==> config.mk <==
export PLATFORM = sky130hd
export DESIGN_NAME = uart_tx_ctrl_flat
export DESIGN_NICKNAME = d
export VERILOG_FILES = /design/src/rtl/uart_tx_ctrl_pkg.sv /design/src/rtl/uart_tx_ctrl_if.sv /design/src/rtl/uart_baud_counter.sv /design/src/rtl/uart_tx_ctrl.sv /design/src/flat_wrapper.sv
export SDC_FILE = /design/constraint.sdc
export NUM_CORES = 1
export LEC_CHECK = 0
export CORE_MARGIN = 8
export CORE_UTILIZATION = 59
export CTS_CLUSTER_DIAMETER = 80
export DETAILED_ROUTE_END_ITERATION = 7
export PLACE_DENSITY = 0.88
export SYNTH_ARGS = -nofsm -noshare
export SYNTH_HDL_FRONTEND = slang
export SYNTH_HIERARCHICAL = 1
export SYNTH_SLANG_ARGS = --single-unit
==> constraint.sdc <==
create_clock -name clk -period 5.75 [get_ports clk]
set_input_delay 1.15 -clock clk [delete_from_list [all_inputs] [get_ports clk]]
set_output_delay 1.15 -clock clk [all_outputs]
set_load 0.05 [all_outputs]
==> src/rtl/uart_tx_ctrl_pkg.sv <==
// Shared types and helpers for the UART transmit frame sequencer.
package uart_pkg;

  typedef enum logic [2:0] {
    IDLE,
    START,
    DATA,
    PARITY,
    STOP
  } tx_state_t;

  localparam int DEFAULT_CLKS_PER_BIT = 868;
  localparam int MAX_DATA_BITS        = 9;

  // Zero padding up to MAX_DATA_BITS leaves the XOR unchanged.
  function automatic logic parity_calc(input logic [MAX_DATA_BITS-1:0] data,
                                       input logic                     odd);
    return (^data) ^ odd;
  endfunction

endpackage

==> src/rtl/uart_tx_ctrl_if.sv <==
// Byte handshake plus serial line and shift-register strobes of the UART transmitter.
interface uart_tx_ctrl_if #(
  parameter int DATA_BITS = 8
);

  logic [DATA_BITS-1:0] tx_data;
  logic                 tx_valid;
  logic                 tx_ready;
  logic                 tx_serial;
  logic                 tx_busy;
  logic                 tx_done;
  logic                 write;
  logic                 shift;

  modport master (
    output tx_data, tx_valid,
    input  tx_ready, tx_serial, tx_busy, tx_done, write, shift
  );

  modport slave (
    input  tx_data, tx_valid,
    output tx_ready, tx_serial, tx_busy, tx_done, write, shift
  );

endinterface

==> src/rtl/uart_baud_counter.sv <==
// Bit-period timer: bit_end pulses on every CLKS_PER_BIT-th enabled cycle.
module uart_baud_counter
  import uart_pkg::*;
#(
  parameter int CLKS_PER_BIT = DEFAULT_CLKS_PER_BIT
) (
  input  logic clk,
  input  logic reset,
  input  logic clear,
  input  logic en,
  output logic bit_end
);

  localparam int              CNT_W    = $clog2(CLKS_PER_BIT);
  localparam logic [CNT_W-1:0] CNT_LAST = CNT_W'(CLKS_PER_BIT - 1);

  logic [CNT_W-1:0] cnt;

  always_ff @(posedge clk or negedge reset) begin
    if (!reset) begin
      cnt <= '0;
    end else if (clear) begin
      cnt <= '0;
    end else if (en) begin
      cnt <= (cnt == CNT_LAST) ? '0 : cnt + 1'b1;
    end
  end

  assign bit_end = en && (cnt == CNT_LAST);

endmodule

==> src/rtl/uart_tx_ctrl.sv <==
// UART transmit frame sequencer: start, LSB-first data, optional parity, stop bits,
// with load/shift strobes that keep an external shift register in lockstep.
module uart_tx_ctrl
  import uart_pkg::*;
#(
  parameter int CLKS_PER_BIT = DEFAULT_CLKS_PER_BIT,
  parameter int DATA_BITS    = 8,
  parameter int PARITY_EN    = 0,
  parameter int PARITY_ODD   = 0,
  parameter int STOP_BITS    = 1
) (
  input  logic           clk,
  input  logic           reset,
  uart_tx_ctrl_if.slave  bus
);

  if (CLKS_PER_BIT < 2) begin : g_bad_clks
    $error("uart_tx_ctrl: CLKS_PER_BIT must be >= 2");
  end
  if (DATA_BITS < 5 || DATA_BITS > MAX_DATA_BITS) begin : g_bad_data
    $error("uart_tx_ctrl: DATA_BITS must be 5..9");
  end
  if (PARITY_EN != 0 && PARITY_EN != 1) begin : g_bad_par_en
    $error("uart_tx_ctrl: PARITY_EN must be 0 or 1");
  end
  if (PARITY_ODD != 0 && PARITY_ODD != 1) begin : g_bad_par_odd
    $error("uart_tx_ctrl: PARITY_ODD must be 0 or 1");
  end
  if (STOP_BITS != 1 && STOP_BITS != 2) begin : g_bad_stop
    $error("uart_tx_ctrl: STOP_BITS must be 1 or 2");
  end

  localparam int               IDX_W    = $clog2(DATA_BITS);
  localparam logic [IDX_W-1:0] IDX_LAST = IDX_W'(DATA_BITS - 1);

  tx_state_t            state;
  tx_state_t            state_next;
  logic [DATA_BITS-1:0] data_q;
  logic                 parity_q;
  logic [IDX_W-1:0]     bit_idx;
  logic [IDX_W-1:0]     bit_idx_next;
  logic                 stop_cnt;
  logic                 stop_cnt_next;
  logic                 serial_p1;
  logic                 serial_next;
  logic                 done_p1;
  logic                 done_next;
  logic                 accept;
  logic                 bit_end;
  logic                 data_last;
  logic                 stop_last;

  // No load strobe while reset is held, even though the FSM reads as IDLE.
  assign accept    = bus.tx_valid && (state == IDLE) && reset;
  assign data_last = (bit_idx == IDX_LAST);
  assign stop_last = (stop_cnt == 1'(STOP_BITS - 1));

  uart_baud_counter #(
    .CLKS_PER_BIT (CLKS_PER_BIT)
  ) u_baud (
    .clk     (clk),
    .reset   (reset),
    .clear   (accept),
    .en      (state != IDLE),
    .bit_end (bit_end)
  );

  always_ff @(posedge clk or negedge reset) begin
    if (!reset) begin
      state <= IDLE;
    end else begin
      state <= state_next;
    end
  end

  always_comb begin
    state_next = state;
    case (state)
      IDLE:    if (accept) state_next = START;
      START:   if (bit_end) state_next = DATA;
      DATA:    if (bit_end && data_last) state_next = (PARITY_EN != 0) ? PARITY : STOP;
      PARITY:  if (bit_end) state_next = STOP;
      STOP:    if (bit_end && stop_last) state_next = IDLE;
      default: state_next = IDLE;
    endcase
  end

  always_comb begin
    bit_idx_next  = bit_idx;
    stop_cnt_next = stop_cnt;
    if (accept) begin
      bit_idx_next  = '0;
      stop_cnt_next = 1'b0;
    end else begin
      if (state == DATA && bit_end && !data_last) bit_idx_next = bit_idx + 1'b1;
      if (state == STOP && bit_end && !stop_last) stop_cnt_next = 1'b1;
    end
  end

  // Line level is registered from the upcoming state so it changes on the bit boundary edge.
  always_comb begin
    bus.tx_ready = (state == IDLE);
    bus.tx_busy  = (state != IDLE);
    bus.write    = accept;
    bus.shift    = bit_end && (state == START || state == DATA);
    done_next    = (state == STOP) && bit_end && stop_last;
    case (state_next)
      START:   serial_next = 1'b0;
      DATA:    serial_next = data_q[bit_idx_next];
      PARITY:  serial_next = parity_q;
      default: serial_next = 1'b1;
    endcase
  end

  always_ff @(posedge clk or negedge reset) begin
    if (!reset) begin
      data_q    <= '0;
      parity_q  <= 1'b0;
      bit_idx   <= '0;
      stop_cnt  <= 1'b0;
      serial_p1 <= 1'b1;
      done_p1   <= 1'b0;
    end else begin
      bit_idx   <= bit_idx_next;
      stop_cnt  <= stop_cnt_next;
      serial_p1 <= serial_next;
      done_p1   <= done_next;
      if (accept) begin
        data_q   <= bus.tx_data;
        parity_q <= parity_calc(MAX_DATA_BITS'(bus.tx_data), PARITY_ODD != 0);
      end
    end
  end

  assign bus.tx_serial = serial_p1;
  assign bus.tx_done   = done_p1;

endmodule

==> src/flat_wrapper.sv <==
// flat-port wrapper written by rule: the top's interface ports become plain ports
module uart_tx_ctrl_flat import uart_pkg::*;
#(
  parameter int CLKS_PER_BIT = DEFAULT_CLKS_PER_BIT,
  parameter int DATA_BITS    = 8,
  parameter int PARITY_EN    = 0,
  parameter int PARITY_ODD   = 0,
  parameter int STOP_BITS    = 1
)
  (clk, reset, bus_tx_data, bus_tx_valid, bus_tx_ready, bus_tx_serial, bus_tx_busy, bus_tx_done, bus_write, bus_shift);
  uart_tx_ctrl_if #(.DATA_BITS(DATA_BITS)) bus_i ();
  input  logic clk;
  input  logic reset;
  input wire logic [$bits(bus_i.tx_data)-1:0] bus_tx_data;
  input wire logic [$bits(bus_i.tx_valid)-1:0] bus_tx_valid;
  output wire logic [$bits(bus_i.tx_ready)-1:0] bus_tx_ready;
  output wire logic [$bits(bus_i.tx_serial)-1:0] bus_tx_serial;
  output wire logic [$bits(bus_i.tx_busy)-1:0] bus_tx_busy;
  output wire logic [$bits(bus_i.tx_done)-1:0] bus_tx_done;
  output wire logic [$bits(bus_i.write)-1:0] bus_write;
  output wire logic [$bits(bus_i.shift)-1:0] bus_shift;
  assign bus_i.tx_data = bus_tx_data;
  assign bus_i.tx_valid = bus_tx_valid;
  assign bus_tx_ready = bus_i.tx_ready;
  assign bus_tx_serial = bus_i.tx_serial;
  assign bus_tx_busy = bus_i.tx_busy;
  assign bus_tx_done = bus_i.tx_done;
  assign bus_write = bus_i.write;
  assign bus_shift = bus_i.shift;
  uart_tx_ctrl #(.CLKS_PER_BIT(CLKS_PER_BIT), .DATA_BITS(DATA_BITS), .PARITY_EN(PARITY_EN), .PARITY_ODD(PARITY_ODD), .STOP_BITS(STOP_BITS)) u_core (.clk(clk), .reset(reset), .bus(bus_i));
endmodule
==> flow_metrics.env <==
export IMPL_arrival_ps=3090
export IMPL_hold_viol=0
export IMPL_ys_top_cells_by_count="27 x dfrtp_1, 16 x nor2_1, 12 x a21oi_1"
export IMPL_synth_edff_count=0
export IMPL_worst_endpoint_required_ps=4600
export IMPL_cts_buffer_depth=2
export IMPL_worstSetupPathType="input pin to output pin"
export IMPL_io_buffers=16
export IMPL_die_w_um=68.4
export IMPL_drtIter0Drc=154
export IMPL_cap_viol_max_count=0
export IMPL_ir_worst_vdd_v=0.000292
export IMPL_status="finished clean"
export IMPL_first_global_vias=1325
export IMPL_crit_fanout=29
export IMPL_fin_tns_setup_ps=0
export IMPL_syn_area_um2=1620
export IMPL_syn_area_per_cell_um2=10.3
export IMPL_fmax_mhz=236
export IMPL_max_slew_margin_pct=66.5
export IMPL_drc=0
export IMPL_syn_nets=171
export IMPL_overflow=0
export IMPL_crit_path_top_delay_cell="clkdlybuf4s50_1"
export IMPL_areaGrowthSynthToFinish_pct=14.3
export IMPL_ys_ff_latch=28
export IMPL_grt_max_degree=30
export IMPL_ys_warn_count=6
export IMPL_final_instance_count_excl_fill=204
export IMPL_hold_buffers=0
export IMPL_hold_class="flip-flop to flip-flop"
export IMPL_synthArstFlopShare_pct=100
export IMPL_ys_seq_area_share_pct=43.4
export IMPL_dr_pass1_iters=4
export IMPL_report_final_slew_viol_count=0
export IMPL_grt_antenna_before_repair=0
export IMPL_rows=19
export IMPL_grt_util_all_layers_pct=15.7
export IMPL_synthFlopType="dfrtp_1"
export IMPL_wl_per_cell_um=16.6
export IMPL_vias=1284
export IMPL_clockRootBuffer="clkbuf_4"
export IMPL_rsz0062_at_grt="false"
export IMPL_wirelength_um=3380
export IMPL_cts_buffers=3
export IMPL_finalCritPeriodShare_pct=73.7
export IMPL_yosys_area_top_type_share_pct=41.8
export IMPL_grt_pass1_wl_um=5780
export IMPL_critPathCaptureType="output pin"
export IMPL_synth_area_top_cells="dfrtp_1 42%, mux2_2 6.3%, xnor2_1 4.3%, a21oi_1 3.7%, nor2_1 3.7%"
export IMPL_core_area_um2=2690
export IMPL_htree_levels=1
export IMPL_yosys_area_top_type="dfrtp_1"
export IMPL_hpwl_um=2440
export IMPL_power_density_nw_per_um2=357
export IMPL_dp_cells=200
export IMPL_crit_chain="clkdlybuf4s50_1 > buf_4 > nand2_1 > nor3_2 > clkdlybuf4s50_1"
export IMPL_tightest_slew_ps=502
export IMPL_setup_viol=0
export IMPL_cts_sinks=28
export IMPL_n_fill_cell=201
export IMPL_die_area_um2=4670
export IMPL_synth_distinct_cells=48
export IMPL_path_clk_slew_ps=160
export IMPL_insertion_delay_ps=330
export IMPL_start_util_pct=60.2
export IMPL_fin_crit_ps=4240
export IMPL_postCtsSetupRepairBufs=0
export IMPL_finClkSkew_ps=6.03
export IMPL_vias_per_cell=6.29
export IMPL_drive_gt1_share_pct=15.6
export IMPL_synth_most_common_cell="dfrtp_1"
export IMPL_n_antenna_cell=0
export IMPL_cp_buffers_inverters=3
export IMPL_p_leak_nw=0.771
export IMPL_start_kind="input pin"
export IMPL_cts_tree="built"
export IMPL_crit_top_cell="clkdlybuf4s50_1"
export IMPL_cpPeakStageDelay_ps=840
export IMPL_antenna_left=0
export IMPL_syn_inst=157
export IMPL_gp_congestion=0.874
export IMPL_ctsResizeCount=0
export IMPL_cp_top_family="buffers and inverters"
export IMPL_dieHeight_um=68.4
export IMPL_nNetsFinal=188
export IMPL_io_pins=17
report_power, final:
part / switching (mW) / total (mW) / internal (mW)
Sequential: 0.0621 / 0.318 / 0.256
Combinational: 0.110 / 0.212 / 0.102
Clock: 0.0602 / 0.131 / 0.0705
worst paths after layout:
path | slack (ps) | start | depth (start not counted) | endpoint
min reg2reg | 530 | u_core/data_q[7] | 1 | u_core/data_q[7]
max reg2reg | 2810 | u_core/state[0] | 11 | u_core/bus.tx_serial
max | 1510 | reset | 5 | bus_write
max in group asynchronous | 4280 | reset | 2 | u_core/bus.tx_serial
min | 530 | u_core/data_q[7] | 1 | u_core/data_q[7]
min in group asynchronous | 1170 | reset | 2 | u_core/u_baud/cnt[9]
sequential cells by signal (all words and copies together), names as in the netlist:
register and flops:
u_core/bus.tx_done 1, u_core/parity_q 1, u_core/stop_cnt 1, u_core/bus.tx_serial 1, u_core/data_q 8, u_core/u_baud/cnt 10
u_core/state 3, u_core/bit_idx 3
cells in the final DEF, fill, tap and decap left out, types with 2 or more instances in the layout:
cell type and count:
a21oi_1 12, buf_4 2, clkbuf_4 3, clkdlybuf4s50_1 16, dfrtp_1 27, ha_1 3, inv_1 5, mux2_2 9
mux2i_1 5, nand2_1 4, nand3_1 8, nand3b_1 3, nor2_1 16, nor3_1 4, o21ai_0 8, o31ai_1 4
or4_1 3, xnor2_1 8, xor2_1 3
layout make-up:
type	count	area, um2	share of cell area (%)
clock buffers	3	22.5	1.22
clock inverters	1	30.0	1.62
inverters	5	18.8	1.01
multi-input cells	118	862	46.6
flip-flops and latches	28	702	38.0
well taps	31	38.8	2.10
repair buffers	18	175	9.47
per-stage QoR:
step	hold slack (ps)	power [mW]	cell area [um2]	util, %	setup slack (ps)
2_1_floorplan	454	0.468	1620	-	1680
3_3_place_gp	475	0.513	1800	66.9	1500
3_5_place_dp	498	0.528	1800	66.9	1490
4_1_cts	532	0.660	1850	68.8	1480
5_1_grt	546	0.700	1850	68.8	1380
6_report	535	0.661	1850	68.8	1510
layer usage:
metal	part of all wire [%]	vias to the layer above	global-route usage, %
met4	1.9	0	6.91
met1	43	613	19.1
met3	7.2	10	3.11
met5	0	-	0
met2	48	53	26.4
li1	-	608	-
cells by family (layout without fill, tap and decap cells):
family	Yosys count	after routing	share of synthesized area [%]
AOI/OAI and AO/OA	38	38	17.0
xor gates and xnor gates	11	11	5.96
adders and majority gates	3	3	2.32
buffers and inverters	11	27	3.63
DFF	28	28	43.4
muxes	14	14	9.36
and+or+nand+nor	52	52	18.3
Power figures use the tool's default switching activity.
